## config.mk

```make
export PLATFORM = sky130hd
export DESIGN_NAME = img_sram_unloader
export DESIGN_NICKNAME = d
export VERILOG_FILES = /design/src/rtl/img_sram_pkg.sv /design/src/rtl/img_sram_unloader_pix_fifo.sv /design/src/rtl/img_sram_unloader.sv
export SDC_FILE = /design/constraint.sdc
export NUM_CORES = 1
export LEC_CHECK = 0
export ABC_AREA = 1
export BUFFER_PORTS_ARGS = -buffer_cell sky130_fd_sc_hd__buf_2
export CORE_AREA = 2 2 129 100
export CTS_BUF_LIST = sky130_fd_sc_hd__clkbuf_4
export CTS_CLUSTER_DIAMETER = 80
export DETAILED_ROUTE_END_ITERATION = 8
export DIE_AREA = 0 0 131 102
export HOLD_SLACK_MARGIN = 0.08
export PLACE_DENSITY = 0.69
export SYNTH_ARGS = -nofsm -noshare
export SYNTH_HDL_FRONTEND = slang
export SYNTH_SLANG_ARGS = --single-unit
export TNS_END_PERCENT = 30
```

## constraint.sdc

```tcl
create_clock -name clk -period 2.4 [get_ports clk]
set_input_delay 0.12 -clock clk [delete_from_list [all_inputs] [get_ports clk]]
set_output_delay 0.12 -clock clk [all_outputs]
set_load 0.02 [all_outputs]
```

## src/rtl/img_sram_pkg.sv

```systemverilog
// Shared image SRAM types: control bundle and pixel/dimension widths.
package img_sram_pkg;
  localparam int IMG_DIM_W = 8;
  localparam int PIX_W     = 8;

  typedef struct packed {
    logic                 write_en;
    logic                 sense_en;
    logic [IMG_DIM_W-1:0] row;
    logic [IMG_DIM_W-1:0] col;
    logic [PIX_W-1:0]     din;
  } img_sram_ctrl_t;
endpackage

```

## src/rtl/img_sram_unloader_pix_fifo.sv

```systemverilog
// Synchronous FIFO for {last, eol, data} beats; head visible combinationally.
// Push and pop in the same cycle are both honoured, including when full.
module pix_fifo #(
  parameter int DEPTH = 2,
  parameter int W     = 10
) (
  input  logic                         clk,
  input  logic                         rstn,
  input  logic                         push,
  input  logic [W-1:0]                 din,
  input  logic                         pop,
  output logic [W-1:0]                 dout,
  output logic [$clog2(DEPTH+1)-1:0]   count,
  output logic                         full,
  output logic                         empty
);
  localparam int AW = (DEPTH > 1) ? $clog2(DEPTH) : 1;
  localparam int CW = $clog2(DEPTH + 1);

  logic [W-1:0]  mem [DEPTH];
  logic [AW-1:0] wr_ptr;
  logic [AW-1:0] rd_ptr;

  function automatic logic [AW-1:0] next_ptr(input logic [AW-1:0] p);
    return (p == AW'(DEPTH - 1)) ? '0 : p + AW'(1);
  endfunction

  always_ff @(posedge clk or negedge rstn) begin
    if (!rstn) begin
      for (int i = 0; i < DEPTH; i++) mem[i] <= '0;
      wr_ptr <= '0;
      rd_ptr <= '0;
      count  <= '0;
    end else begin
      if (push) begin
        mem[wr_ptr] <= din;
        wr_ptr      <= next_ptr(wr_ptr);
      end
      if (pop) rd_ptr <= next_ptr(rd_ptr);
      count <= count + CW'(push) - CW'(pop);
    end
  end

  assign dout  = mem[rd_ptr];
  assign full  = (count == CW'(DEPTH));
  assign empty = (count == '0);

  assert property (@(posedge clk) disable iff (!rstn) (push && full) |-> pop);
  assert property (@(posedge clk) disable iff (!rstn) pop |-> !empty);
endmodule

```

## src/rtl/img_sram_unloader.sv

```systemverilog
// Streams an image out of buffer SRAM in raster order (optionally transposed).
// First beat valid two edges after start; reads are credit-limited so m_ready stalls never overflow the FIFO.
module img_sram_unloader
  import img_sram_pkg::*;
#(
  parameter int FIFO_DEPTH = 2
) (
  input  logic                 clk,
  input  logic                 rstn,
  input  logic                 start,
  input  logic [IMG_DIM_W-1:0] nrows,
  input  logic [IMG_DIM_W-1:0] ncols,
  input  logic                 transpose,
  output logic                 busy,
  output logic                 done,
  input  logic [PIX_W-1:0]     sram_dout_in,
  output img_sram_ctrl_t       sram_ctrl,
  output logic [PIX_W-1:0]     m_data,
  output logic                 m_valid,
  input  logic                 m_ready,
  output logic                 m_eol,
  output logic                 m_last
);
  localparam logic [1:0] IDLE   = 2'd0;
  localparam logic [1:0] READ   = 2'd1;
  localparam logic [1:0] DRAIN  = 2'd2;
  localparam logic [1:0] FINISH = 2'd3;
  localparam int CW = $clog2(FIFO_DEPTH + 1);

  logic [1:0]           state;
  logic [IMG_DIM_W-1:0] nrows_q, ncols_q, r, c, row_hold, col_hold, cur_row, cur_col;
  logic                 tr_q, inflight, inf_eol, inf_last;
  logic                 pop, issue, last_col, last_row;
  logic [CW-1:0]        fifo_count;
  logic                 fifo_full, fifo_empty;
  logic [PIX_W+1:0]     fifo_dout;
  logic [CW:0]          occupied, room;

  assign pop      = m_valid & m_ready;
  // Slots already claimed (stored + in flight) must leave room for one more read.
  assign occupied = {1'b0, fifo_count} + {{CW{1'b0}}, inflight};
  assign room     = (CW+1)'(FIFO_DEPTH) + {{CW{1'b0}}, pop};
  assign issue    = (state == READ) && (occupied < room);
  assign last_col = (c == ncols_q - IMG_DIM_W'(1));
  assign last_row = (r == nrows_q - IMG_DIM_W'(1));
  assign cur_row  = tr_q ? c : r;
  assign cur_col  = tr_q ? r : c;

  always_comb begin
    sram_ctrl = '0;
    if (state != IDLE) begin
      sram_ctrl.row = issue ? cur_row : row_hold;
      sram_ctrl.col = issue ? cur_col : col_hold;
    end
  end

  always_ff @(posedge clk or negedge rstn) begin
    if (!rstn) begin
      state    <= IDLE;
      nrows_q  <= '0;
      ncols_q  <= '0;
      tr_q     <= 1'b0;
      r        <= '0;
      c        <= '0;
      row_hold <= '0;
      col_hold <= '0;
    end else begin
      case (state)
        IDLE: if (start) begin
          nrows_q  <= nrows;
          ncols_q  <= ncols;
          tr_q     <= transpose;
          r        <= '0;
          c        <= '0;
          row_hold <= '0;
          col_hold <= '0;
          state    <= (nrows == '0 || ncols == '0) ? FINISH : READ;
        end
        READ: if (issue) begin
          row_hold <= cur_row;
          col_hold <= cur_col;
          if (last_col) begin
            c <= '0;
            if (last_row) state <= DRAIN;
            else          r     <= r + IMG_DIM_W'(1);
          end else begin
            c <= c + IMG_DIM_W'(1);
          end
        end
        // Leave only once the final beat is being accepted, so done lands right after it.
        DRAIN: if (!inflight && (fifo_empty || (fifo_count == CW'(1) && pop))) state <= FINISH;
        default: state <= IDLE;
      endcase
    end
  end

  always_ff @(posedge clk or negedge rstn) begin
    if (!rstn) begin
      inflight <= 1'b0;
      inf_eol  <= 1'b0;
      inf_last <= 1'b0;
    end else begin
      inflight <= issue;
      inf_eol  <= issue & last_col;
      inf_last <= issue & last_col & last_row;
    end
  end

  pix_fifo #(.DEPTH(FIFO_DEPTH), .W(PIX_W + 2)) u_fifo (
    .clk   (clk),
    .rstn  (rstn),
    .push  (inflight),
    .din   ({inf_last, inf_eol, sram_dout_in}),
    .pop   (pop),
    .dout  (fifo_dout),
    .count (fifo_count),
    .full  (fifo_full),
    .empty (fifo_empty)
  );

  assign m_valid                 = !fifo_empty;
  assign {m_last, m_eol, m_data} = fifo_dout;
  assign busy                    = (state == READ) || (state == DRAIN);
  assign done                    = (state == FINISH);

  assert property (@(posedge clk) disable iff (!rstn) (fifo_full && !pop) |-> !issue);
endmodule

```

Yosys cells after proc, flatten, opt, wreduce, memory -nomap -nowiden
Index checks and enable logic that the tools add are counted.
Storage, ports and cells
  bits in registers: 78
  bits of input ports: 29
  output and inout port bits: 39
  word-level logic and storage cells: 97
Cells by class
  add/subtract/negate cells: 10
  order comparisons: 4
  eq/ne operators: 12
  multiplexer cells: 30
  bitwise operators: 5
  reduce and logical (&&, ||, !) cells: 20
Operator list (count)
  $mux 8: 10
  $pmux 8 s2: 4
  $mux 10: 4
  $bwmux 20: 1
  $add 8x1->8 const B: 2
  $eq 8x8->1: 2
  $logic_not 8->1: 2
  $mux 16: 1
  $sub 8x1->8 const B: 2
  $mux 2: 6
  $ne 2x2->1 const B: 6
  $demux 10 s1: 1
  $reduce_and 5->1: 2
  $pmux 2 s3: 1
  $eq 2x1->1 const B: 2
  $eq 2x2->1 const B: 2
  $ge 2x2->1 const B: 2
  $logic_and 1x1->1: 4
  $logic_not 2->1: 2
  $not 1->2: 2
  $reduce_and 2->1: 2
  $reduce_bool 2->1: 2
  $add 2x1->3: 1
  $add 2x1->3 const A: 1
  10 further kinds: 17

Longest topological paths before layout
Gate-level depths: netlist (run 1).
  depth after elaboration: 8
  mapped depth: 14
  mapped depth without buffers: 14

Modules after synthesis
From an unflattened synthesis (run 1), not the netlist that was laid out.
Unflattened totals
  cell total of the unflattened synthesis: 640
  area, all modules: 4739.5 µm²
By module, submodules not included
  img_sram_unloader: instances 1, cells each 510, area an instance 3608.5 µm²
  pix_fifo: instances 1, cells each 130, area an instance 1131.1 µm²

Worst setup path before layout (run 1)
OpenSTA, ideal clock, no wires.
  path type: reg2out
  start point: reg state[1]
  end point: out sram_ctrl[15] (netlist name)
  arrival: 1.745 ns
  data required time: 2.280 ns
  slack: 0.535 ns
  cell stages (with the launch flop): 9
  path buffers: 2
  cells stage by stage: dfrtp_1 > inv_1 > ha_1 > buf_2 > inv_1 > nor2_4 > buf_4 > o21ai_1 > nor2_1
RTL lines
  start, declared: RTL line img_sram_unloader.sv:30  | logic [1:0] state;
  start signal, assigned: RTL line img_sram_unloader.sv:77  | state <= (nrows == '0 || ncols == '0) ? FINISH : READ;
  end, declared: RTL line img_sram_unloader.sv:17  | output img_sram_ctrl_t sram_ctrl,

==> run summary, run 1 <==
The detail route stage leaves a number of antenna-violating nets equal to 0. The routed design could run at a clock period as short as 2430 ps. In the final routed layout, each cell accounts on average for 13.2 um. Total global-route track usage: 0.178. The worst path setup slack after routing is -33.0 ps.

The detailed router finished its first iteration with 302 violations. The number of cells in the finished layout apart from fillers is 893, and the synthesis-stage register bit count is 78. The final design utilization came out at 0.475. The slowest stage of the critical path is the dfrtp_1 cell.

The TritonCTS sink count was 78; the final global-route overflow total was 0. The number of antenna violations at the first check in global routing was 0. For this run, the top clock speed supported by timing is 411 MHz. Once placement completed, the tool counted placed cells totaling 838. The number of cells produced by synthesis is 636.

For the worst-skew pair, the clock arrives at the later sink with an insertion delay of 420 ps. Areal power density over the cells: 1240 nW/um^2. The critical path contains buffers and inverters numbering 3 combined. The core region is 12000 um^2.

0 antenna diodes ended up in the layout. The area share of the largest cell type after synthesis works out to 0.411. The critical path in this run is classified as flip-flop to primary output. A synthesized cell averages 7.47 um^2.

Proportion of register bits with asynchronous set or reset after synthesis: 1.00. Ranked by instance count, the synthesized netlist is headed by nand2_1 (202), dfrtp_1 (78), inv_1 (56), nor2_1 (44), o21ai_0 (37). The pre-antenna-repair detailed-routing pass consisted of 5 iterations.

Among cell families on the critical path, the largest total delay comes from adder cells. At the end of routability-driven placement, the weighted congestion stood at 0.897. From synthesis to final layout, the design area changed by 20.5%.

The run gives 35 as the cell row count. The worst-case IR drop observed on VDD is 0.496 mV. For this run, the number of Yosys warnings is 0. The count of vias placed by the detailed router came out at 4298.

The share of the yosys chip area belonging to registers is 0.411, and the power after layout is 7.12 mW. The total wire length after detailed routing was 11.8 mm; the relative slew slack was 0.616. After detailed routing, the number of remaining DRC violations is 0.

Setup repair after global routing could not meet its margin everywhere. The final layout net count is 763, and the deepest level of the CTS H-tree is 3. The number of different library cells used by synthesis comes to 38. Clock root buffer master: clkbuf_4. The tools report the starting density of the core as 0.394.

The share of cells above drive strength 1 is 0.186. The total negative setup slack was -110 ps. The worst setup path is launched from a flip-flop. The fraction of the cycle the final worst path needs came out at 1.01. The number of max-slew violations in the final report came out at 0. Of all cell types, the one taking the most synthesized area is dfrtp_1.

68 I/O pins were placed. The endpoint kind of the worst setup timing path is a primary output. In this run, synthesis inferred 0 flip-flops with an integrated enable. The filler cells instantiated in the layout total 1186. The total leakage power was 2.80 nW. Sorting the synthesized cells by area gives the leading types as dfrtp_1 (41%), nand2_1 (16%), inv_1 (4.4%). The tools report the TritonCTS buffer count as 9. The maximum fanout encountered on the critical timing path is 5. Data on the critical path is required at its endpoint by 2280 ps. Maximum clock insertion buffer count: 2. The flow ran to the end, but the final reports show violations.

For the post-DP HPWL, the log shows 8.26 mm. The most frequent cell after synthesis was nand2_1. The number of I/O port buffers is 57. Highest cell delay on the worst timing path: 410 ps.

The final reports fail on setup timing. The first global-routing pass estimated 18.6 mm of wire. The critical path goes through ha_2 -> ha_4 -> o21ai_2 -> nand2_2 -> nor2_4 -> buf_6 -> buf_12 -> o211ai_1 -> o21ai_1 -> nor2_1 -> buf_4. The floorplan step set the die height to 102 um. The die covers 13400 um^2.

The number of global-route vias before repair is 3845, and the max-cap check violation count is 0. Among all flip-flop cells after synthesis, the most frequent one is dfrtp_1. In this run the horizontal extent of the chip is 131 um.

Mean number of vias per cell: 4.81. The clock input transition at the sequential cells of the worst setup and hold paths was 130 ps; the clock skew was 19.1 ps. Entering global routing, the biggest net connects 42 pins.

The path category of the worst min-delay check was input port to flip-flop. The logs give 4750 um^2 for the post-synthesis cell area and 0 for the number of endpoints with negative hold slack in the final report. The critical path data arrival time was 2310 ps; the number of setup violations in the final report was 10.

The slew at the pin closest to its max-slew limit is 574 ps. TritonCTS built the clock tree.
-- logic make-up after synthesis --
| family | after synthesis | synth area share |
|---|---|---|
| buffers and inverters | 109 | 0.106 |
| AOI/OAI and AO/OA | 100 | 0.117 |
| adders and majority gates | 12 | 0.0316 |
| DFF | 78 | 0.411 |
| other | 1 | 0.000790 |
| xor gates and xnor gates | 22 | 0.0406 |
| and+or+nand+nor | 314 | 0.292 |
-- timing repair --
| item | in CTS | in global routing |
|---|---|---|
| buffers inserted | 1 | 8 |
| resized for setup | 0 | 19 |
| endpoints found under the setup margin | 15 | 16 |
| hold buffers | 27 | 0 |
| cloned | 0 | 3 |
| endpoints found under the hold margin | 74 | 0 |
| pin swaps | 0 | 5 |
-- registers in the layout (all words and copies together) (netlist names), 2 cells and up --
signal	count
row_hold	8
u_fifo.count	2
nrows_q	8
col_hold	8
state	2
r	8
ncols_q	8
u_fifo.mem	20
c	8
-- final cells by class --
class / count / area [um^2] / share of cell area
Multi-Input combinational cell: 458 / 2350 / 0.412
Sequential cell: 78 / 1950 / 0.341
Timing Repair Buffer: 104 / 822 / 0.144
Inverter: 71 / 272 / 0.0475
Tap cell: 166 / 208 / 0.0363
Clock buffer: 10 / 75.1 / 0.0131
Clock inverter: 6 / 38.8 / 0.00678
-- cells in the final DEF, fill, tap and decap left out, types with 12 or more instances in the layout --
cell type        n
nand4_1         12
dfrtp_1         78
o21ai_1         34
nor2_1          43
nand2_1        201
o21ai_0         37
o211ai_1        15
buf_4           19
buf_2           49
inv_1           56
inv_2           12
xor2_1          12
dlygate4sd3_1   27
nand3_1         27
-- worst reg2reg max path, cell delays in order, from the launching register on --
cell	delay, ps
dfrtp_1	440
inv_1	100
ha_1	350
nand2_4	90
inv_4	170
a21oi_4	50
inv_2	50
nand2_2	90
inv_4	220
nand2_1	80
nand2_1	60
nand2_1	50
a21oi_1	160
-- power by group --
part | total (mW) | switching [mW] | internal, mW
clock | 0.693 | 0.471 | 0.221
sequential | 2.20 | 0.421 | 1.78
combinational | 4.22 | 2.60 | 1.62
-- stage by stage --
stage / instance area (um^2) / hold slack (ps) / worst slack, ps
after CTS: 5520 / 130 / -21.9
final: 5720 / 153 / -33.0
after global placement: 5130 / 143 / 409
after floorplan: 4780 / -176 / 535
after detailed placement: 5130 / 142 / 389
after global routing: 5720 / 146 / -193
-- layer usage --
metal	vias to the layer above	wire [um]	track usage	share of wire
li1	2185	-	-	-
met1	1989	5880	0.257	0.50
met4	0	82	0.0376	0.0070
met2	115	5280	0.277	0.45
met5	-	0	0	0
met3	9	543	0.0361	0.046
-- final timing paths --
| check | endpoint | from | depth (start not counted) | slack (ps) |
|---|---|---|---|---|
| max | sram_ctrl[11] | u_fifo.count[0] | 11 | -30 |
| min | nrows_q[7] | start | 5 | 150 |
| max reg2reg | c[4] | state[0] | 12 | 380 |
| min reg2reg | u_fifo.mem[9] | u_fifo.mem[9] | 2 | 500 |
| max in group asynchronous | nrows_q[6] | rstn | 3 | 1570 |
| min in group asynchronous | u_fifo.mem[11] | rstn | 2 | 210 |
(Power assumes the default switching activity.)
==> inputs of run 2 (changes only) <==
--- a/config.mk
+++ b/config.mk
@@ -14,6 +14,7 @@
 export DIE_AREA = 0 0 131 102
 export HOLD_SLACK_MARGIN = 0.08
 export PLACE_DENSITY = 0.69
+export SLEW_MARGIN = 20
 export SYNTH_ARGS = -nofsm -noshare
 export SYNTH_HDL_FRONTEND = slang
 export SYNTH_SLANG_ARGS = --single-unit
==> constraint.sdc (replaced) <==
create_clock -name clk -period 2.88 [get_ports clk]
set_input_delay 0.144 -clock clk [delete_from_list [all_inputs] [get_ports clk]]
set_output_delay 0.144 -clock clk [all_outputs]
set_load 0.02 [all_outputs]
==> run summary, run 2 (synthesized netlist as in run 1, its figures left out) <==
The run gives 0.176 (-0.00137) as the total global-route track usage. The number of cells traversed by the worst register-to-register path works out to 9 (-3). For the final global-route overflow total, the log shows 0 (unchanged).

The final routed wire length divided by cell count was 12.8 um (-2.8%). In this run the critical register-to-register path is launched from inflight. The mean number of vias per cell is 4.79 (-0.53%), and the areal power density over the cells is 1040 nW/um^2 (-16%). The logs give 2740 ps (+460 ps) for the required arrival time at the worst endpoint and 12000 um^2 (unchanged) for the core footprint. TritonCTS built the clock tree. The slew at the pin closest to its max-slew limit was 976 ps (+402 ps). For the cell total after placement, the log shows 835 (-0.36%). Final instance area: 5540 um^2 (-3.1%).

The internal power is 2.91 mW (-20%). The cell area after placement is 5080 um^2 (-0.93%). The flow ran to the end, and the final reports show no timing, DRC or antenna violations. The number of global-route vias before repair is 3815 (-0.78%). The post-CTS setup buffer count is 0 (-1), and the critical path data arrival time is 2560 ps (+250 ps).

Starting density of the core: 0.394 (unchanged). The top cell types in the final layout, fill and taps aside, are nand2_1 (202), dfrtp_1 (78), inv_1 (56), buf_2 (56), nor2_1 (44). The switching share of power came out at 0.496 (+0.00489).

The area enclosed by the die boundary came out at 13400 um^2 (unchanged). The cell sitting at the root of the clock tree is a clkbuf_4. The maximum fanout encountered on the critical timing path is 12 (+7), and the worst setup timing slack at the placement stage is 598 ps (+210 ps). The pin count of the biggest net entering global routing is 79 (+88%). After layout, the minimum clock period comes to 2710 ps.

The worst setup path is of the flip-flop to primary output kind. The run gives 7.87 mm (-4.8%) as the post-DP HPWL. For the I/O pin count, the log shows 68 (unchanged). The number of setup violations in the final report came out at 0 (-10).

The share of total power in sequential cells was 0.327 (+0.018). The logs give 157 ps (+3.67 ps) for the final hold slack and 78 (unchanged) for the TritonCTS sink count. The run gives 5 (unchanged) as the number of iterations in the first detailed-routing pass.

Number of design-rule violations left by the first detailed-router iteration: 328 (+8.6%). The worst setup path is launched from a flip-flop. The clock input transition at the sequential cells of the worst setup and hold paths was 140 ps (about the same); the depth of the worst hold-timing path was 3 (-2). The tools report the maximum clock insertion buffer count as 2 (unchanged).

The number of max-slew violations in the final report is 0 (unchanged). For the number of endpoints with negative hold slack in the final report, the log shows 0 (unchanged). The run gives 9 (unchanged) as the TritonCTS buffer count. The worst setup path is captured at a primary output. The share of cells above drive strength 1 is 0.163 (-0.0230), and the width of the die is 131 um (unchanged).

The portion of total power attributed to combinational logic is 0.533 (-0.060). The logs give 0 (unchanged) for the detailed-route DRC error count and 11.3 mm (-4.4%) for the total wire length after detailed routing. The run gives 450 ps (+30 ps) as the insertion delay of the later-clocked pin in the worst-skew pair. The number of I/O port buffers is 57 (unchanged), and the y dimension of the die is 102 um (unchanged).

The antenna diode count is 0 (unchanged), and the final weighted congestion in routability-driven placement is 0.846 (-5.7%). The endpoint identified for the worst register-to-register timing path is row_hold[7]. Setup repair after global routing could not meet its margin everywhere. Following the worst setup path forward leads to its endpoint at sram_ctrl[23].

Launch point of the critical path: inflight. The fraction of the cycle the final worst path needs was 0.939; the maximum vdd drop was 0.427 mV (-14%). The clock skew is 19.4 ps (+0.350 ps). For the proportion of power drawn by the clock network, the log shows 0.140 (+0.043). The number of flip-flops in the largest register came out at 20 (unchanged). For the number of nets with antenna violations after routing, the log shows 0 (unchanged). The count of vias placed by the detailed router was 4208 (-2.1%); the signed area change from the synthesized netlist to the final layout was 16.7%. Number of antenna violations at the first check in global routing: 0 (unchanged). The first-pass GRT wire length is 18.4 mm (-1.1%). The number of cells in the finished layout apart from fillers was 879 (-1.6%); the relative slew slack was 0.349 (-0.267). Based on the critical path, the design can be clocked at up to 370 MHz. The register with the highest flop count is u_fifo.mem.

Leaving out fill and tap cells, the most frequent cell in the layout is nand2_1. The path category of the worst min-delay check is input port to flip-flop. Worst path setup slack after routing: 175 ps (+208 ps). The tools report the deepest level of the CTS H-tree as 3 (unchanged). The logs give 780 ps (+400 ps) for the reg-to-reg setup timing slack and 749 (-1.8%) for the final layout net count. The total negative setup slack was 0 ps (+110 ps). The switching power of the nets came out at 2.86 mW (-18%).

Max-cap check violation count: 0 (unchanged). The filler cell count is 1215 (+2.4%). The cell row count is 35 (unchanged), and the total leakage power is 2.73 nW (-2.6%).
run 2: how the worst min path moves through the flow:
stage / start / to
after detailed placement: rstn / u_fifo.mem[10]
after global routing: start / nrows_q[2]
after global placement: nrows[6] / nrows_q[6]
after CTS: start / nrows_q[2]
after floorplan: rstn / c[0]
final: start / nrows_q[2]
run 2: critical path: stages, from the launching register on:
cell and delay, ps:
dfrtp_1 450, ha_1 210, ha_1 260, o21ai_1 70
nand2_1 180, nor2_4 310, buf_4 240, nand2_1 70
o21ai_1 110, nor2_1 50, buf_2 160
run 2: repair_timing:
item                                   4_1_cts  5_1_grt
setup endpoints to repair                    0       13
endpoints found under the hold margin      112        0
hold buffers                                27        0
resized for setup                            0        1
run 2: final cells by class:
| cell class | count | area, um^2 | area share |
|---|---|---|---|
| clock inverter | 7 | 105 | 0.0190 |
| tap | 166 | 208 | 0.0375 |
| clock buffer | 9 | 67.6 | 0.0122 |
| sequential | 78 | 1950 | 0.352 |
| timing repair buffer | 89 | 599 | 0.108 |
| inverter | 71 | 272 | 0.0490 |
| multi-input combinational | 459 | 2340 | 0.422 |
run 2: power by group through the flow:
stage                     clock network, mW  logic [mW]  registers, mW
final                                 0.809        3.07           1.88
after detailed placement                  0        3.02           1.91
after floorplan                           0        2.49           1.74
after global placement                    0        2.99           1.90
after global routing                  0.871        3.49           1.95
after CTS                             0.830        3.05           1.88
run 2: per-layer routing:
| layer | vias up | wire (um) | track usage | share of wire |
|---|---|---|---|---|
| met5 | - | 0 | 0 | 0 |
| met4 | 0 | 112 | 0.0409 | 0.0099 |
| met3 | 9 | 688 | 0.0361 | 0.061 |
| met2 | 110 | 5180 | 0.277 | 0.46 |
| met1 | 1935 | 5290 | 0.252 | 0.47 |
| li1 | 2154 | - | - | - |
run 2: through the flow:
stage | power, mW | utilization
detailed placement | 4.92 | 0.422
CTS | 5.77 | 0.459
global placement | 4.89 | 0.422
finish | 5.77 | 0.460
floorplan | 4.23 | -
global route | 6.31 | 0.460
